`src/rtl/mux_arbiter.sv`:
```
// mux_arbiter: two-requester round-robin arbiter for the shared 4-bit 2:1
// command mux. It inserts a break-before-make dead time on every ownership
// change and preempts an owner that holds too long while the other side waits.
// The arbitrated command is registered once before it reaches the
// motor/steering logic.
// Optional build macro MUX_ARBITER_FAILSAFE_EN adds an idle watchdog. When
// nobody has owned the mux for IDLE_TIMEOUT cycles, it drives SAFE_CMD as a
// valid command.
module mux_arbiter #(
  parameter int unsigned MAX_GRANT    = 16,
  parameter int unsigned DEAD_CYCLES  = 2,
  parameter int unsigned CNT_W        = 8
`ifdef MUX_ARBITER_FAILSAFE_EN
  ,
  parameter int unsigned IDLE_TIMEOUT = 1000,
  parameter logic [3:0]  SAFE_CMD     = 4'hF
`endif
) (
  input  logic       clk_i,
  input  logic       rst_i,
  input  logic       req_a_i,
  input  logic [3:0] cmd_a_i,
  input  logic       req_b_i,
  input  logic [3:0] cmd_b_i,
  output logic       grant_a_o,
  output logic       grant_b_o,
  output logic       sel_o,
  output logic [3:0] cmd_o,
  output logic       cmd_valid_o,
  output logic       failsafe_o
);

  localparam logic [1:0] S_IDLE  = 2'd0;
  localparam logic [1:0] S_OWN_A = 2'd1;
  localparam logic [1:0] S_OWN_B = 2'd2;
  localparam logic [1:0] S_DEAD  = 2'd3;

  // Last tenure cycle before a waiting requester forces a handover.
  localparam logic [CNT_W-1:0] TEN_LAST  = CNT_W'(MAX_GRANT - 1);
  // Final dead cycle, on which the next owner is chosen.
  localparam logic [CNT_W-1:0] DEAD_LAST = CNT_W'(DEAD_CYCLES - 1);

  function automatic logic [CNT_W-1:0] sat_inc(input logic [CNT_W-1:0] v);
    return (v == {CNT_W{1'b1}}) ? v : v + CNT_W'(1);
  endfunction

  logic [1:0]       r_state;
  logic [1:0]       w_state_nxt;
  logic [CNT_W-1:0] r_tenure;
  logic [CNT_W-1:0] w_tenure_nxt;
  logic [CNT_W-1:0] r_dead_cnt;
  logic [CNT_W-1:0] w_dead_nxt;
  logic             r_last_b;      // 1 = B owned last, so A wins the next tie
  logic             r_sel;
  logic [3:0]       r_cmd;
  logic             r_cmd_vld;
  logic             w_pick_a;
  logic             w_pick_b;
  logic [3:0]       w_mux_cmd;
  logic             w_fs_nxt;

  // A tie goes to whichever side did not own last.
  assign w_pick_a  = req_a_i & (~req_b_i | r_last_b);
  assign w_pick_b  = req_b_i & (~req_a_i | ~r_last_b);

  // The shared 2:1 mux itself; select high passes the B path.
  assign w_mux_cmd = r_sel ? cmd_b_i : cmd_a_i;

  // Next-state, tenure and dead-time counter decisions.
  always_comb begin
    w_state_nxt  = r_state;
    w_tenure_nxt = r_tenure;
    w_dead_nxt   = r_dead_cnt;
    case (r_state)
      S_IDLE: begin
        if (w_pick_a)      w_state_nxt = S_OWN_A;
        else if (w_pick_b) w_state_nxt = S_OWN_B;
      end
      S_OWN_A: begin
        if (!req_a_i || (req_b_i && (r_tenure >= TEN_LAST))) begin
          // A release and a preempt on the same edge both just enter DEAD.
          w_state_nxt  = S_DEAD;
          w_tenure_nxt = '0;
          w_dead_nxt   = '0;
        end else if (req_b_i) begin
          w_tenure_nxt = sat_inc(r_tenure);
        end else begin
          w_tenure_nxt = '0;
        end
      end
      S_OWN_B: begin
        if (!req_b_i || (req_a_i && (r_tenure >= TEN_LAST))) begin
          w_state_nxt  = S_DEAD;
          w_tenure_nxt = '0;
          w_dead_nxt   = '0;
        end else if (req_a_i) begin
          w_tenure_nxt = sat_inc(r_tenure);
        end else begin
          w_tenure_nxt = '0;
        end
      end
      S_DEAD: begin
        if (r_dead_cnt >= DEAD_LAST) begin
          // Requests only matter on the final dead cycle.
          w_dead_nxt = '0;
          if (w_pick_a)      w_state_nxt = S_OWN_A;
          else if (w_pick_b) w_state_nxt = S_OWN_B;
          else               w_state_nxt = S_IDLE;
        end else begin
          w_dead_nxt = sat_inc(r_dead_cnt);
        end
      end
      default: begin
        w_state_nxt  = S_IDLE;
        w_tenure_nxt = '0;
        w_dead_nxt   = '0;
      end
    endcase
  end

  // Ownership state, counters, mux select and round-robin history.
  always_ff @(posedge clk_i) begin
    if (rst_i) begin
      r_state    <= S_IDLE;
      r_tenure   <= '0;
      r_dead_cnt <= '0;
      r_last_b   <= 1'b1;
      r_sel      <= 1'b0;
    end else begin
      r_state    <= w_state_nxt;
      r_tenure   <= w_tenure_nxt;
      r_dead_cnt <= w_dead_nxt;
      if ((w_state_nxt == S_OWN_A) && (r_state != S_OWN_A)) begin
        r_sel    <= 1'b0;
        r_last_b <= 1'b0;
      end else if ((w_state_nxt == S_OWN_B) && (r_state != S_OWN_B)) begin
        r_sel    <= 1'b1;
        r_last_b <= 1'b1;
      end
    end
  end

`ifdef MUX_ARBITER_FAILSAFE_EN
  localparam int unsigned IDLE_W = $clog2(IDLE_TIMEOUT + 1);

  function automatic logic [IDLE_W-1:0] idle_inc(input logic [IDLE_W-1:0] v);
    return (v == {IDLE_W{1'b1}}) ? v : v + IDLE_W'(1);
  endfunction

  logic [IDLE_W-1:0] r_idle_cnt;
  logic [IDLE_W-1:0] w_idle_inc;
  logic              r_failsafe;
  logic              w_owned;
  logic              w_grant_edge;

  assign w_owned      = (r_state == S_OWN_A) || (r_state == S_OWN_B);
  assign w_grant_edge = !w_owned &&
                        ((w_state_nxt == S_OWN_A) || (w_state_nxt == S_OWN_B));
  assign w_idle_inc   = idle_inc(r_idle_cnt);
  // Failsafe latches once the idle run reaches the timeout; any grant drops it.
  assign w_fs_nxt     = w_grant_edge ? 1'b0 :
                        w_owned      ? 1'b0 :
                        (r_failsafe || (w_idle_inc >= IDLE_W'(IDLE_TIMEOUT)));

  // Idle watchdog: counts consecutive unowned cycles.
  always_ff @(posedge clk_i) begin
    if (rst_i) begin
      r_idle_cnt <= '0;
      r_failsafe <= 1'b0;
    end else begin
      r_failsafe <= w_fs_nxt;
      if (w_grant_edge || w_owned) r_idle_cnt <= '0;
      else                         r_idle_cnt <= w_idle_inc;
    end
  end

  assign failsafe_o = r_failsafe;
`else
  assign w_fs_nxt   = 1'b0;
  assign failsafe_o = 1'b0;
`endif

  // Output command register: owner's muxed command, otherwise idle/safe value.
  always_ff @(posedge clk_i) begin
    if (rst_i) begin
      r_cmd     <= 4'h0;
      r_cmd_vld <= 1'b0;
    end else begin
      case (r_state)
        S_OWN_A, S_OWN_B: begin
          r_cmd     <= w_mux_cmd;
          r_cmd_vld <= 1'b1;
        end
        default: begin
`ifdef MUX_ARBITER_FAILSAFE_EN
          r_cmd     <= w_fs_nxt ? SAFE_CMD : 4'h0;
          r_cmd_vld <= w_fs_nxt;
`else
          r_cmd     <= 4'h0;
          r_cmd_vld <= 1'b0;
`endif
        end
      endcase
    end
  end

  assign grant_a_o   = (r_state == S_OWN_A);
  assign grant_b_o   = (r_state == S_OWN_B);
  assign sel_o       = r_sel;
  assign cmd_o       = r_cmd;
  assign cmd_valid_o = r_cmd_vld;

endmodule
```
`config.mk`:
```
export PLATFORM = sky130hd
export DESIGN_NAME = mux_arbiter
export DESIGN_NICKNAME = d
export VERILOG_FILES = /design/src/rtl/mux_arbiter.sv
export SDC_FILE = /design/constraint.sdc
export NUM_CORES = 1
export LEC_CHECK = 0
export CORE_ASPECT_RATIO = 1.25
export CORE_MARGIN = 2
export CORE_UTILIZATION = 46
export DETAILED_ROUTE_END_ITERATION = 10
export GPL_TIMING_DRIVEN = 0
export PLACE_DENSITY = 0.73
export SLEW_MARGIN = 5
export SYNTH_ARGS = -nofsm -noshare
export SYNTH_HDL_FRONTEND = slang
export SYNTH_SLANG_ARGS = --single-unit
```
`constraint.sdc`:
```
create_clock -name clk_i -period 2 [get_ports clk_i]
set_clock_uncertainty 0.1 [all_clocks]
set_input_delay 0.4 -clock clk_i [delete_from_list [all_inputs] [get_ports clk_i]]
set_output_delay 0.4 -clock clk_i [all_outputs]
set_load 0.005 [all_outputs]
```
### Yosys cells after proc, flatten, opt, wreduce, memory -nomap -nowiden

Cells that the tools add are included.

* add/sub/neg operators: 2
* $mul: 0
* div/mod/pow operators: 0
* magnitude comparators: 2
* equality and inequality tests: 12
* shifts and indexed selects: 0
* multiplexer cells: 23
* bitwise logic cells: 8
* reductions and logical operators: 16

Operator list (number)
* $mux W8: 9
* $pmux W8 S3: 1
* $add A8 B1 Y8 const B: 2
* $eq A8 B8 Y1 const B: 2
* $pmux W8 S2: 1
* $mux W2: 7
* $ge A8 B1 Y1 const B: 1
* $ge A8 B4 Y1 const B: 1
* $pmux W2 S4: 1
* $eq A2 B2 Y1 const B: 3
* $ne A2 B1 Y1 const B: 3
* $reduce_or A2 Y1: 3
* $eq A2 B1 Y1 const B: 2
* $logic_and A1 B1 Y1: 4
* $mux W4: 1
* $not A1 Y1: 4
* $reduce_and A4 Y1: 1
* $reduce_bool A2 Y1: 2
* $mux W1: 3
* $ne A3 B3 Y1 const B: 1
* $reduce_bool A3 Y1: 1
* $and A1 B1 Y1: 2
* $logic_not A1 Y1: 2
* $logic_not A2 Y1: 1
* other kinds (3): 5

* register bits: 25
* bits in latches: 0
* memory bits (writable): 0
* memory bits (read-only): 0
* bits of input ports: 12
* output and inout bits: 9
* word-level logic and storage cells: 70
* memories kept: 0

### Depth between registers and ports, before layout

* depth in word-level cells: 11
* mapped depth: 8
* mapped depth without buffers: 8

### Worst setup path after synthesis

OpenSTA, ideal clock, no wires.

* kind: reg2reg
* from: reg r_dead_cnt[1]
* to: reg r_sel, in the netlist sel_o
* library setup time: 75 ps
* arrival: 1684 ps
* required time: 1825 ps
* path slack: 141 ps
* stages on the path, launching flop included: 8
* buffers on the path: 0
* clock period less this slack: 1859 ps
* path through: dfxtp_1 -> inv_1 -> ha_1 -> nor4b_4 -> a211o_1 -> nand4_1 -> a221o_1 -> o22ai_1

* longest elaborated chain between the ends: 6
* elaborated cells on any way between the ends: 8
* classes of those cells: order compare: 1; eq/ne: 2; mux: 2; reduce/logical: 3

RTL lines
* start, declared: RTL line 51 `logic [CNT_W-1:0] r_dead_cnt;`
* start signal, assigned: RTL line 132 `r_dead_cnt <= w_dead_nxt;`
* $ge A8 B1 Y1 *: RTL line 103 `if (r_dead_cnt >= DEAD_LAST) begin`
* $mux W2 *: RTL line 103
* $pmux W2 S4 *: RTL line 74 `case (r_state)`
* $eq A2 B1 Y1: RTL line 133 `if ((w_state_nxt == S_OWN_A) && (r_state != S_OWN_A)) begin`
* $logic_and A1 B1 Y1: RTL line 133
* $reduce_or A2 Y1 (no source line)
* end signal, assigned: RTL line 128 `r_sel <= 1'b0;`
* end signal, assigned: RTL line 134 `r_sel <= 1'b0;`
* end signal, assigned: RTL line 137 `r_sel <= 1'b1;`
* end, declared: RTL line 54 `logic r_sel;`

Every way passes the cells marked *; elsewhere a longest branch is shown, timed or not.
A chain may end at the register's enable or synchronous reset.

### Final worst setup path

* from: reg r_state[1]
* to: out grant_a_o

* longest elaborated chain between the ends: 1

RTL lines
* start, declared: RTL line 47 `logic [1:0] r_state;`
* start signal, assigned: RTL line 130 `r_state <= w_state_nxt;`
* $eq A2 B1 Y1: RTL line 207 `assign grant_a_o = (r_state == S_OWN_A);`
* end, declared: RTL line 25 `output logic grant_a_o,`

No other way between the ends.

==> summary.txt <==
total grt overflow - 0
first-pass GRT wire length - 4.66 mm
startpoint type of the worst setup path - flop
vias in the first global route - 1065
count of antenna diodes in the layout - 0
Critical path origin - r_state[1]$_SDFF_PP0_
library cell with the highest instance count after synthesis - sky130_fd_sc_hd__dfxtp_1
share of post-route cells with drive strength above 1 - 24.0%
worst r2r src - r_tenure[0]$_SDFFE_PP0N_
placed inst area - 1520 um2
starting utilization of the core area - 48.3%
startpoint of the tightest hold check path - rst_i
commonest register cell after synthesis - sky130_fd_sc_hd__dfxtp_1
maximum vdd ir drop - 642 uV
upper clock frequency limit - 511 MHz
worst stage delay on the critical path - 0.49 ns
Sinks on Clock Net - 25
critical path cell sequence - inv_2, ha_4, clkdlybuf4s50_1
Crit path buffers/inverters - 2
post-route insts no fill - 205
Vert. Die Dim - 63.6 um
core utilization of the finished layout - 61.8%
root cell of the clock tree - sky130_fd_sc_hd__clkbuf_4
count of cell types in the netlist - 44
top-area cell type share of the netlist area - 38.3%
Mapped Nets - 164
TritonCTS clock tree - built
setup violation total in the final timing report - 0
CTS H-tree lvls - 1
routed via count divided by cell count - 5.38
Chip Width - 51.7 um
overall power - 1.84 mW
Placement Rows - 21
cell accounting for the most synthesized area - sky130_fd_sc_hd__dfxtp_1
FILL cells - 242
count of vias placed by the detailed router - 1103
DRC violation count after routing - 0
result of the run - completed
detailed-route wire length per cell - 13.6 um
number of clock buffers inserted by TritonCTS - 3
maximum count of clock buffers along a single path - 2
Final Wtd Congestion - 0.792
Final Hold Fails - 0
remaining antenna violation count - 0
master of the slowest instance on the critical path - sky130_fd_sc_hd__clkdlybuf4s50_1
Worst Path Required - 1.50 ns
final layout net count - 192
multi-input gate area in the final layout - 772 um2
Final Slew Violations - 0
maximum number of pins on one net before global-route repair - 16
RSZ-0062 raised after global routing - true
biggest fanout along the worst timing path - 5
area grow syn2layout - 27.8%
arrival time of the worst setup path - 1.46 ns
count of input and output buffers - 17
Cells after Synth - 144
ports placed on the boundary - 21
top area cells in the synthesized netlist - sky130_fd_sc_hd__dfxtp_1 (38%), sky130_fd_sc_hd__ha_1 (7.7%), sky130_fd_sc_hd__nor2_1 (5.5%), sky130_fd_sc_hd__mux2i_1 (4.6%), sky130_fd_sc_hd__inv_1 (3.4%)
half-perimeter wire length of the detailed placement result - 2.07 mm
power per cell area - 1100 nW/um2
Placeable Area - 2710 um2
endpoint of the worst-slack reg-to-reg timing path - sel_o$_SDFFE_PP0P_
synthesized area per cell - 9.08 um2
worst hold path class - in -> reg
cell family with most CP delay - buffers and inverters
post-route fraction of the period consumed by the critical path - 97.8%
number of maximum-capacitance violations - 0
sequential cell area - 518 um2
clock-pin slew on the worst setup and hold paths - 0.14 ns
critical setup path kind - reg -> out
Setup crit end kind - primary output
die area - 3290 um2
placed cell count - 195
DRT iter0 DRCs - 11
portion of the post-synthesis area used by sequential elements - 38.3%
post-route cell area - 1670 um2
initial antenna violation count - 0
flop and latch count out of synthesis - 25
Tmin final - 1.96 ns
Worst-Skew Late Latency - 0.32 ns
total stage count of the critical path - 3
Register-to-Register Setup Slack - 0.05 ns
count of flip-flops with a built-in enable after synthesis - 0
cell area after synthesis - 1310 um2
top cells by instance count after synthesis - sky130_fd_sc_hd__dfxtp_1 (25), sky130_fd_sc_hd__nor2_1 (19), sky130_fd_sc_hd__inv_1 (12)
total global routing track utilization - 18.4%
total wirelength of the detailed-routed design - 2.79 mm
drt first pass iters - 4
count of warnings emitted by yosys - 0
Worst setup endpoint - grant_a_o
number of cells on the worst reg-to-reg path - 8
leak pwr - 0.691 nW
ys async rst share - 0%
==> stage by stage <==
stage               setup TNS, ns  worst slack (ns)  hold WS (ns)
floorplan                       0             0.141         0.356
global placement            -1.61            -0.255         0.375
detailed placement          -1.83            -0.277         0.392
CTS                             0           0.00827         0.148
global route              -0.0631           -0.0443         0.150
finish                          0            0.0447         0.155
==> flip-flops by register name, summed over array words and instances, names as in the netlist <==
signal	flops
r_state	2
cmd_o	4
sel_o	1
r_dead_cnt	8
r_last_b	1
r_tenure	8
cmd_valid_o	1
==> layout by cell type (no fill, tap or decap), drive strengths merged, types with 2 or more instances in the layout <==
| cell type | netlist | final |
|---|---|---|
| and4 | 3 | 3 |
| inv | 12 | 12 |
| xnor2 | 2 | 2 |
| dfxtp | 25 | 25 |
| and3 | 4 | 4 |
| dlymetal6s2s | 0 | 2 |
| nor2 | 19 | 19 |
| a21oi | 6 | 6 |
| nand4 | 2 | 2 |
| ha | 8 | 8 |
| a22oi | 2 | 2 |
| nand2 | 10 | 10 |
| nor2b | 5 | 5 |
| o21a | 2 | 2 |
| clkbuf | 1 | 4 |
| clkdlybuf4s50 | 0 | 15 |
| o21ai | 6 | 6 |
| nand3 | 2 | 2 |
| a31oi | 7 | 7 |
| mux2i | 6 | 6 |
| buf | 4 | 10 |
==> cells by family after synthesis <==
kind of cell / share of synthesized area (%)
multiplexers: 4.59
AND/OR/NAND/NOR: 23.5
buffers and inverters: 6.32
flip-flops: 38.3
other: 0.287
AO/OA/AOI/OAI: 17.3
adder cells (fa/ha/maj): 7.66
XOR/XNOR: 2.01
==> timing repair <==
action | 4_1_cts | 5_1_grt
setup endpoints to repair | 4 | 9
cloned | 0 | 0
pin swaps | 5 | 6
gates resized for setup | 15 | 11
hold buffers | 0 | 0
buffers inserted | 3 | 3
==> power by group <==
group          internal (mW)  switching [mW]
clock network         0.0765           0.159
logic                  0.447           0.497
registers              0.591          0.0742
==> worst register-to-register path, delay by kind of cell, from the launching register on <==
family                     cells  cell delay, ns
and+or+nand+nor                2            0.32
buffers and inverters          1            0.13
adders and majority gates      1            0.15
AOI/OAI and AO/OA              4            0.85
DFF                            1            0.35
==> metal layers <==
metal	share of wire, %	track usage (%)
met1	39	21.6
met2	58	33.0
met3	1.7	2.84
met4	1.0	5.92
met5	0	0
==> how the worst min path moves through the flow <==
stage          slack, ns  cells past startpoint                        to
6_report            0.16                      2     r_state[0]$_SDFF_PP0_
2_1_floorplan       0.36                      2  r_tenure[6]$_SDFFE_PP0N_
3_3_place_gp        0.37                      2  r_tenure[6]$_SDFFE_PP0N_
5_1_grt             0.15                      2     r_state[0]$_SDFF_PP0_
3_5_place_dp        0.39                      1  r_tenure[7]$_SDFFE_PP0N_
4_1_cts             0.15                      2     r_state[0]$_SDFF_PP0_
==> final cells by class <==
cell class / instances / area share [%]
Tap cell: 34 / 2.54
Timing Repair Buffer: 23 / 13.2
Clock inverter: 1 / 0.449
Sequential cell: 25 / 31.0
Clock buffer: 3 / 1.35
Multi-Input combinational cell: 102 / 46.2
Buffer: 5 / 2.47
Inverter: 12 / 2.84
Note: power is estimated with default switching activity, not from simulation.
